**config.mk**
```make
export PLATFORM = sky130hd
export DESIGN_NAME = alu_result_queue
export DESIGN_NICKNAME = d
export VERILOG_FILES = /design/src/rtl/alu_pkg.sv /design/src/rtl/alu_result_fifo_mem.sv /design/src/rtl/alu_result_queue.sv
export SDC_FILE = /design/constraint.sdc
export NUM_CORES = 1
export LEC_CHECK = 0
export CAP_MARGIN = 10
export CORE_MARGIN = 10
export CORE_UTILIZATION = 40
export DETAILED_ROUTE_END_ITERATION = 12
export PLACE_DENSITY_LB_ADDON = 0.25
export SLEW_MARGIN = 20
export SYNTH_ARGS = -nofsm -noshare
export SYNTH_HDL_FRONTEND = slang
export SYNTH_SLANG_ARGS = --single-unit
```
**constraint.sdc**
```tcl
create_clock -name clk -period 5.05 [get_ports clk]
set_input_delay 1.01 -clock clk [delete_from_list [all_inputs] [get_ports clk]]
set_output_delay 1.01 -clock clk [all_outputs]
set_load 0.02 [all_outputs]
```
**src/rtl/alu_pkg.sv**
```systemverilog
// Shared ALU definitions: opcode tags, flag bit positions and the queue entry layout.
package alu_pkg;

  localparam int ALU_OPW   = 4;
  localparam int ALU_WIDTH = 128;

  localparam logic [ALU_OPW-1:0] OP_ROL  = 4'd0;
  localparam logic [ALU_OPW-1:0] OP_ROR  = 4'd1;
  localparam logic [ALU_OPW-1:0] OP_MAX  = 4'd2;
  localparam logic [ALU_OPW-1:0] OP_MIN  = 4'd3;
  localparam logic [ALU_OPW-1:0] OP_NAND = 4'd4;
  localparam logic [ALU_OPW-1:0] OP_SLTU = 4'd5;
  localparam logic [ALU_OPW-1:0] OP_XOR  = 4'd6;

  localparam int FLAG_C = 0;
  localparam int FLAG_Z = 1;
  localparam int FLAG_V = 2;

  // Entry layout for the default widths; the queue packs entries in this same order.
  typedef struct packed {
    logic [ALU_OPW-1:0]   opcode;
    logic [ALU_WIDTH-1:0] result;
    logic [2:0]           flags;
  } alu_entry_t;

endpackage

```
**src/rtl/alu_result_fifo_mem.sv**
```systemverilog
// Queue storage: DEPTH x EW register array, one write port, asynchronous head read.
module alu_result_fifo_mem #(
  parameter int DEPTH = 4,
  parameter int EW    = 135,
  parameter int AW    = $clog2(DEPTH)
) (
  input  logic          clk,
  input  logic          we,
  input  logic [AW-1:0] waddr,
  input  logic [EW-1:0] wdata,
  input  logic [AW-1:0] raddr,
  output logic [EW-1:0] rdata
);

  logic [EW-1:0] mem [DEPTH];

  // Contents are deliberately not reset; validity is tracked by the pointers outside.
  always_ff @(posedge clk) begin
    if (we) mem[waddr] <= wdata;
  end

  assign rdata = mem[raddr];

endmodule

```
**src/rtl/alu_result_queue.sv**
```systemverilog
// Registered show-ahead result queue behind the 128-bit ALU, with sticky flags and stall counter.
module alu_result_queue
  import alu_pkg::*;
#(
  parameter int WIDTH  = 128,
  parameter int DEPTH  = 4,
  parameter int OPW    = 4,
  parameter int STALLW = 8
) (
  input  logic                     clk,
  input  logic                     rst,
  input  logic                     in_valid,
  output logic                     in_ready,
  input  logic [OPW-1:0]           in_opcode,
  input  logic [WIDTH-1:0]         in_result,
  input  logic                     in_carry,
  input  logic                     in_zero,
  input  logic                     in_ovf,
  output logic                     out_valid,
  input  logic                     out_ready,
  output logic [OPW-1:0]           out_opcode,
  output logic [WIDTH-1:0]         out_result,
  output logic [2:0]               out_flags,
  output logic [$clog2(DEPTH):0]   count,
  output logic [2:0]               sticky_flags,
  input  logic                     clear_sticky,
  output logic [STALLW-1:0]        stall_count
);

  localparam int AW = $clog2(DEPTH);
  localparam int CW = AW + 1;
  localparam int EW = OPW + WIDTH + 3;

  // Handshake: a transfer happens on a rising edge where valid and ready are both 1.
  // in_ready depends only on registered occupancy, never on out_ready, so a full
  // queue refuses a push even in a cycle where the head is being popped.

  logic [AW-1:0] wr_ptr, rd_ptr;
  logic [2:0]    in_flags;
  logic [EW-1:0] wr_entry, head_entry;
  logic          push, pop;

  assign in_ready  = (count != CW'(DEPTH));
  assign out_valid = (count != '0);
  assign push      = in_valid & in_ready;
  assign pop       = out_valid & out_ready;

  always_comb begin
    in_flags         = '0;
    in_flags[FLAG_C] = in_carry;
    in_flags[FLAG_Z] = in_zero;
    in_flags[FLAG_V] = in_ovf;
  end

  assign wr_entry = {in_opcode, in_result, in_flags};

  alu_result_fifo_mem #(
    .DEPTH (DEPTH),
    .EW    (EW),
    .AW    (AW)
  ) u_mem (
    .clk   (clk),
    .we    (push),
    .waddr (wr_ptr),
    .wdata (wr_entry),
    .raddr (rd_ptr),
    .rdata (head_entry)
  );

  // Outputs read as zero while empty so unreset storage never leaks out.
  always_comb begin
    out_opcode = '0;
    out_result = '0;
    out_flags  = '0;
    if (out_valid) begin
      {out_opcode, out_result, out_flags} = head_entry;
    end
  end

  always_ff @(posedge clk or posedge rst) begin
    if (rst) begin
      wr_ptr <= '0;
      rd_ptr <= '0;
      count  <= '0;
    end else begin
      if (push) wr_ptr <= wr_ptr + 1'b1;
      if (pop)  rd_ptr <= rd_ptr + 1'b1;
      if (push && !pop)      count <= count + 1'b1;
      else if (pop && !push) count <= count - 1'b1;
    end
  end

  // Clear takes priority over history but not over a same-cycle push.
  always_ff @(posedge clk or posedge rst) begin
    if (rst) begin
      sticky_flags <= '0;
    end else if (clear_sticky) begin
      sticky_flags <= push ? in_flags : 3'b000;
    end else if (push) begin
      sticky_flags <= sticky_flags | in_flags;
    end
  end

  always_ff @(posedge clk or posedge rst) begin
    if (rst) begin
      stall_count <= '0;
    end else if (in_valid && !in_ready && (stall_count != '1)) begin
      stall_count <= stall_count + 1'b1;
    end
  end

endmodule

```
==> results.md, run 1 <==
Outcome:
- The run finished with clean final reports.

Worst hold path:
- The worst hold path belongs to the class reg -> reg.
- The worst hold path terminates at sticky_flags[0]$_DFFE_PP0P_.
- Counting instances, the worst hold path has a depth of 1.
- The worst hold path startpoint is sticky_flags[0]$_DFFE_PP0P_.

Global routing:
- The total overflow left after global routing is 0.
- The via count of the first global-routing pass is 10720.
- The largest net degree at the start of global routing is 94.
- The first global-routing pass estimated 68370 µm of wire.
- The overall fraction of global-route tracks in use is 14.17%.
- The number of antenna violations at the first check in global routing was 9.

Placement:
- In this run the cell area measured after placement is 25080 µm².
- The number of placed cells counting well taps is 1884.
- Input and output buffers added on the ports amount to 290.
- Detailed placement finished with a half-perimeter wire length of 26820 µm.
- The global placement routability congestion is 0.6969.
- Before CTS, the worst setup slack after placement is 1.578 ns.

Timing:
- Based on the critical path, the design can be clocked at up to 246.7 MHz.
- After layout, the minimum clock period comes to 4.053 ns.
- The relative slew slack is 42.19%.
- Clock skew on the completed layout was measured at 0.01397 ns.
- Across all setup checks in the final design, the least slack found is 0.9971 ns.
- The number of failing hold endpoints at the final stage is 0.
- At the pin with the least slew margin, the transition time is 0.8671 ns.
- Setup repair after global routing left no endpoint under its margin.
- The max-slew violation count is 0.
- Setup total negative slack on the finished layout was measured at 0 ns.
- Setup violations remaining at the end of the flow were counted as 0.
- In the finished design, the share of the clock period the worst path needs comes to 80.25%.

Finish:
- The post-layout instance count excluding filler cells is 1994.
- The leading cell type in the layout, fill and taps excluded is sky130_fd_sc_hd__edfxtp_1.
- The post-route standard cell area excluding fillers is 27110 µm².
- The storage element area is 16670 µm².
- The multi-input combinational cells in the finished layout cover a total of 4348 µm².
- The top cell types in the final layout, fill and taps aside, are sky130_fd_sc_hd__edfxtp_1, sky130_fd_sc_hd__clkdlybuf4s50_1, sky130_fd_sc_hd__and2_1.
- The final layout net count is 1402.
- Compared with the post-synthesis result, the final layout area differs by 26.67%.
- The post-route netlist has 19.11% of its cells at a drive strength greater than 1.
- The filler cells instantiated in the layout total 4252.

Pwr:
- IR analysis of the VDD net gives a maximum drop of 0.3876 mV.
- The total power is 17.62 mW.
- Dividing total power by cell area gives a power density of 650.1 nW/µm².
- The reported leakage power is 8.800 nW.

Detailed routing:
- The detail-routed via count per cell is 5.089.
- The residual antenna-violating net count after detailed routing is 0.
- The final routed DRC violation total is 0.
- The number of optimization iterations in the first detailed-route pass is 4.
- The count of vias placed by the detailed router is 10150.
- In this run, the number of DRC markers left after iteration 0 of detailed routing was 679.
- In the final routed layout, each cell accounts on average for 22.55 µm.
- The sum of routed wire length over all layers is 44970 µm.

Flow run:
- Across the run, the number of max-cap violations was 0.

CTS:
- The clock latency on the worst-skew pair is 0.59 ns.
- The clock tree from TritonCTS is built.
- The count of H-tree levels built during CTS is 2.
- The largest buffer count on any clock path is 3.
- Buffers inserted to repair hold after CTS numbered 0.
- The root cell of the clock tree is sky130_fd_sc_hd__clkbuf_16.
- The number of clock sinks seen by CTS is 558.
- The post-cts gate resize count is 0.
- After clock tree synthesis, the setup repair step added 0 buffers.
- After clock tree synthesis, the clock-pin slew on the worst setup and hold paths is 0.06 ns.
- The clock buffer count from CTS is 57.

Worst setup path:
- The nature of the critical path endpoint is a primary output.
- Data on the critical path is required at its endpoint by 4.04 ns.
- The worst setup path is launched from a flop.
- For the worst setup path, the data arrival time is 3.04 ns.
- Broken down by cell family, the worst path's largest delay share belongs to buffers and inverters.
- The slowest stage of the critical path is the sky130_fd_sc_hd__dfrtp_4 cell.
- The origin of the worst setup path is rd_ptr[1]$_DFFE_PP0P_.
- The signal on the critical path passes through buf_12 > mux4_2 > and2_1 > clkdlybuf4s50_1.
- Counting buffers and inverters, the worst setup path is 4 cells deep.
- The worst-case register-to-register setup slack is 2.42 ns.
- The type of the setup path with the least slack is reg -> out.
- The maximum net fanout on the critical path is 49.
- The number of buffers and inverters on the critical path is 2.
- In this design, the stage delay of the slowest critical-path cell is 0.89 ns.
- The worst reg2reg path startpoint is count[0]$_DFFE_PP0P_.
- The destination of the worst register-to-register timing path is count[2]$_DFFE_PP0P_.
- The worst reg2reg path depth is 8.

Floorplanning:
- The floorplan has 84 rows.
- The boundary pin count is 291.
- The core box area is 52760 µm².
- The die covers 63160 µm².
- The horizontal die dimension is 251.3 µm.
- The die boundary height is 251.3 µm.
- Once the floorplan was initialized, standard cells occupied 40.57% of the core.

Synthesis:
- Yosys printed 0 warnings.
- After synthesis the cells add up to 21400 µm².
- The number of nets handed over by synthesis was 1086.
- Synthesis produced a netlist whose cell count is 939.
- The mean area per synthesized cell is 22.79 µm².
- The count of unique library cells instantiated by Yosys is 27.
- The sequential element share of the synthesized area is 77.87%.
- The total of flip-flops plus latches after synthesis is 558.
[power by group]
part | switching [mW] | internal [mW] | leakage, nW
registers | 0.289 | 6.11 | 5.17
clock network | 1.70 | 2.77 | 0.985
logic | 3.46 | 3.30 | 2.65
total | 5.45 | 12.2 | 8.80
[state kept, by name (all words and copies together) (netlist names)]
signal,cells
u_mem.mem,540
stall_count,8
count,3
sticky_flags,3
rd_ptr,2
wr_ptr,2
[metal layers]
layer / wire length [µm] / GRT usage (%) / vias up
met5: 88 / 0 / -
met4: 695 / 3.064 / 14
met3: 3615 / 5.004 / 67
met2: 20950 / 21.63 / 298
met1: 19620 / 19.31 / 5291
li1: - / - / 4477
[worst max-delay path by stage]
stage                                      endpoint  slack (ns)
after floorplan           u_mem.mem[0][0]$_DFFE_PP_        0.39
after CTS                             out_result[2]        0.92
after global routing                 out_result[29]        0.82
after detailed placement              out_result[2]        1.58
final                                out_result[25]         1.0
after global placement                out_result[2]        1.57
[Yosys cell counts]
| cell type | number | area share (%) |
|---|---|---|
| sky130_fd_sc_hd__a21oi_1 | 3 | 0.070 |
| sky130_fd_sc_hd__a21o_1 | 1 | 0.035 |
| sky130_fd_sc_hd__xor2_1 | 4 | 0.16 |
| sky130_fd_sc_hd__edfxtp_1 | 540 | 76 |
| sky130_fd_sc_hd__clkbuf_1 | 15 | 0.26 |
| sky130_fd_sc_hd__buf_12 | 10 | 0.94 |
| sky130_fd_sc_hd__buf_6 | 5 | 0.26 |
| sky130_fd_sc_hd__and3_1 | 4 | 0.12 |
| sky130_fd_sc_hd__buf_1 | 7 | 0.12 |
| sky130_fd_sc_hd__buf_2 | 9 | 0.21 |
| sky130_fd_sc_hd__xnor2_1 | 5 | 0.20 |
| sky130_fd_sc_hd__dfrtp_1 | 18 | 2.1 |
| sky130_fd_sc_hd__nor3_1 | 2 | 0.047 |
| sky130_fd_sc_hd__nand2_1 | 7 | 0.12 |
| sky130_fd_sc_hd__or3_1 | 1 | 0.029 |
| sky130_fd_sc_hd__a22o_1 | 3 | 0.12 |
| sky130_fd_sc_hd__nand4_1 | 2 | 0.058 |
| sky130_fd_sc_hd__mux4_2 | 135 | 14 |
| sky130_fd_sc_hd__ha_1 | 6 | 0.35 |
| sky130_fd_sc_hd__nor2_1 | 6 | 0.11 |
| sky130_fd_sc_hd__buf_4 | 1 | 0.035 |
| sky130_fd_sc_hd__mux2_2 | 6 | 0.32 |
| sky130_fd_sc_hd__and2_1 | 137 | 4.0 |
| sky130_fd_sc_hd__fa_1 | 1 | 0.094 |
| sky130_fd_sc_hd__and4bb_2 | 1 | 0.058 |
| sky130_fd_sc_hd__nand3_1 | 4 | 0.094 |
| sky130_fd_sc_hd__inv_1 | 6 | 0.11 |
[cell families (layout without fill, tap and decap cells)]
| family | after synthesis | in the layout | share of synthesized area [%] |
|---|---|---|---|
| DFF | 558 | 558 | 77.87 |
| and+or+nand+nor | 164 | 164 | 4.636 |
| muxes | 141 | 141 | 14.52 |
| buffers and inverters | 53 | 417 | 1.935 |
| xor gates and xnor gates | 9 | 9 | 0.3683 |
| adders and majority gates | 7 | 7 | 0.4443 |
| AOI/OAI and AO/OA | 7 | 7 | 0.2280 |
| other | 0 | 3 | 0 |
[cell type report]
cell class,instances,area share [%]
clock buffers,71,5.686
clock inverters,36,1.795
repair buffers,304,11.69
multi-input cells,328,16.04
diodes,3,0.02769
flip-flops and latches,558,61.50
inverters,6,0.08307
well taps,688,3.175
[per-stage QoR]
step / util [%] / hold slack (ns)
3_5_place_dp: 47.53 / 0.4929
3_3_place_gp: 47.53 / 0.4967
4_1_cts: 51.37 / 0.5165
2_1_floorplan: - / 0.5339
5_1_grt: 51.37 / 0.5360
6_report: 51.38 / 0.5125
Note: power is estimated with default switching activity, not from simulation.
==> run 2, diff against run 1 <==
clock period = 4.1 ns   (was 5.05 ns; I/O delays follow)
==> results.md, run 2 (same netlist as run 1, synthesis figures left out) <==
Outcome:
- Status: finished, final reports clean (unchanged).

Worst setup path:
- The arrival time of data at the critical path endpoint came to 2.96 ns (was 3.04 ns).
- The destination of the worst register-to-register timing path was count[2]$_DFFE_PP0P_ (unchanged).
- The worst reg2reg path startpoint is count[0]$_DFFE_PP0P_ (unchanged).
- The maximum net fanout on the critical path is 36 (was 49).
- The nature of the critical path endpoint is a primary output (unchanged).
- The type of element launching the critical path is a flop (unchanged).
- The data required time at the worst endpoint is 3.28 ns (was 4.04 ns).
- The type of the setup path with the least slack is reg -> out (unchanged).
- The worst reg2reg path depth is 9 (was 8).
- The worst-case register-to-register setup slack is 1.55 ns (was 2.42 ns).

Worst hold path:
- The class of the worst hold path is reg -> reg (unchanged).
- The worst min-delay path endpoint is sticky_flags[2]$_DFFE_PP0P_ (was sticky_flags[0]$_DFFE_PP0P_).
- The number of instances on the worst hold path is 1 (unchanged).
- The worst hold path startpoint was sticky_flags[2]$_DFFE_PP0P_ (was sticky_flags[0]$_DFFE_PP0P_).

Global routing:
- The number of antenna violations at the first check in global routing is 9 (unchanged).
- The via count of the first global-routing pass is 11120 (was 10720).
- The first-pass GRT wire length is 70990 µm (was 68370 µm).
- The overall fraction of global-route tracks in use is 14.69% (was 14.17%).
- The total congestion overflow after global routing is 0 (unchanged).
- The largest net degree at the start of global routing was 139 (was 94).

CTS:
- The number of clock sinks seen by CTS was 558 (unchanged).
- The post-cts gate resize count is 0 (unchanged).
- The clock latency on the worst-skew pair was 0.61 ns (was 0.59 ns).
- The clock buffer count from CTS is 58 (was 57).
- The largest buffer count on any clock path is 3 (unchanged).
- The clock tree from TritonCTS is built (unchanged).
- The post-CTS setup-driven buffer insertion count is 0 (unchanged).
- The hold buffer count at CTS is 0 (unchanged).
- The clock-pin transition on the worst setup and hold timing paths is 0.06 ns (about the same).
- The root cell of the clock tree is sky130_fd_sc_hd__clkbuf_16 (unchanged).
- The count of H-tree levels built during CTS was 2 (unchanged).

Pwr:
- The power density of the placed cells was 783.8 nW/µm² (was 650.1 nW/µm²).
- The reported leakage power came to 8.706 nW (was 8.800 nW).
- The peak supply drop is 0.6643 mV (was 0.3876 mV).

Finish:
- The post-route standard cell area excluding fillers is 26910 µm² (was 27110 µm²).
- Top library cells by usage in the layout, fill and taps aside: sky130_fd_sc_hd__edfxtp_1, sky130_fd_sc_hd__clkdlybuf4s50_1, sky130_fd_sc_hd__and2_1 (unchanged).
- The flip-flop count of the largest register after layout is 540 (unchanged).
- The total of fill cells in the finished design came to 4245 (was 4252).
- The synthesis-to-finish area growth is 25.71% (was 26.67%).
- The final layout net count was 1413 (was 1402).
- The ratio of cells with drive above 1 in the final layout is 18.93% (was 19.11%).
- Largest registers: u_mem.mem x540, stall_count x8 (unchanged).
- The storage element area is 16670 µm² (unchanged).
- The leading cell type in the layout, fill and taps excluded is sky130_fd_sc_hd__edfxtp_1 (unchanged).
- The register with the most flip-flops is u_mem.mem (unchanged).
- The multi-input gate area in the final layout was 4348 µm² (unchanged).

Floorplanning:
- The placement row count is 84 (unchanged).
- The boundary pin count came to 291 (unchanged).
- The horizontal die dimension was 251.3 µm (unchanged).
- The die boundary height is 251.3 µm (unchanged).
- The die outline area is 63160 µm² (unchanged).
- The core box area is 52760 µm² (unchanged).
- The starting density of the core is 40.57% (unchanged).

Timing:
- The post-layout minimum cycle time is 3.782 ns.
- The total negative slack for setup checks was 0 ns (unchanged).
- The maximum frequency from static timing analysis is 264.4 MHz.
- RSZ-0062 raised after global routing: no (unchanged).
- The relative slew slack is 54.00% (was 42.19%).
- The max-slew violation count is 0 (unchanged).
- The count of endpoints failing setup in the final report is 0 (unchanged).
- The final clock skew was 0.02582 ns (was 0.01397 ns).
- The period utilization is 92.25%.
- The number of failing hold endpoints at the final stage is 0 (unchanged).
- The transition at the pin with the smallest max-transition slack is 0.6892 ns (was 0.8671 ns).

Placement:
- The post-detailed-placement cell area is 25190 µm² (was 25080 µm²).
- The number of buffers inserted by port buffering is 290 (unchanged).
- The global placement routability congestion is 0.7350 (was 0.6969).
- The half-perimeter wire length of the detailed placement result is 28080 µm (was 26820 µm).

Detailed routing:
- The detail-routed via count per cell came to 5.081 (was 5.089).
- The sum of routed wire length over all layers is 46220 µm (was 44970 µm).
- The number of optimization iterations in the first detailed-route pass is 4 (unchanged).
- The starting DRC count in detailed routing is 535 (was 679).
- The residual antenna-violating net count after detailed routing is 0 (unchanged).
- The count of vias placed by the detailed router is 10140 (was 10150).
- The final routed DRC violation total is 0 (unchanged).
- The per-cell routed wire length is 23.15 µm (was 22.55 µm).

Flow run:
- The max-cap check violation count is 0 (unchanged).
-- run 2: worst max-delay path, cell delays in order, from the launching register on --
cell	delay, ns
sky130_fd_sc_hd__dfrtp_4	0.66
sky130_fd_sc_hd__buf_12	0.35
sky130_fd_sc_hd__mux4_2	0.54
sky130_fd_sc_hd__and2_1	0.17
sky130_fd_sc_hd__clkdlybuf4s50_1	0.60
-- run 2: through the flow --
stage                     total power, mW  setup slack, ns  utilization [%]  std cells  hold slack, ns
after floorplan                     13.01            1.059                -        939          0.5339
after global placement              16.62           0.8764            47.74       1894          0.5132
after detailed placement            16.68           0.8829            47.74       1894          0.5157
after CTS                           21.50           0.2264            50.98       1993          0.5377
after global routing                22.19           0.1487            50.99       1994          0.5694
final                               21.09           0.3176            51.00       1996          0.5381
-- run 2: per-layer routing --
layer  GRT usage (%)  routed length (µm)
met4           3.861                 789
met2           23.10               22030
met1           19.59               20060
met5               0                  93
met3           4.560                3242
-- run 2: worst max-delay path by stage --
stage                           from                         to  slack, ns
4_1_cts        rd_ptr[0]$_DFFE_PP0P_            out_result[120]       0.23
2_1_floorplan   count[0]$_DFFE_PP0P_  u_mem.mem[0][0]$_DFFE_PP_       1.06
6_report       rd_ptr[0]$_DFFE_PP0P_             out_result[14]       0.32
3_5_place_dp   rd_ptr[0]$_DFFE_PP0P_             out_result[14]       0.88
3_3_place_gp   rd_ptr[0]$_DFFE_PP0P_             out_result[14]       0.88
5_1_grt        rd_ptr[0]$_DFFE_PP0P_            out_result[120]       0.15
-- run 2: power breakdown --
group	switching, mW	internal [mW]	leakage [nW]	total [mW]
clock	2.07	2.68	0.828	4.76
combinational	4.34	4.14	2.71	8.48
sequential	0.337	7.52	5.17	7.86
-- run 2: final cells by class --
| cell class | instances | area share, % |
|---|---|---|
| antenna | 3 | 0.02790 |
| clock buffer | 72 | 5.669 |
| clock inverter | 27 | 0.6882 |
| timing repair buffer | 314 | 12.20 |
| sequential | 558 | 61.97 |
| multi-input combinational | 328 | 16.16 |
| inverter | 6 | 0.08371 |
| tap | 688 | 3.199 |
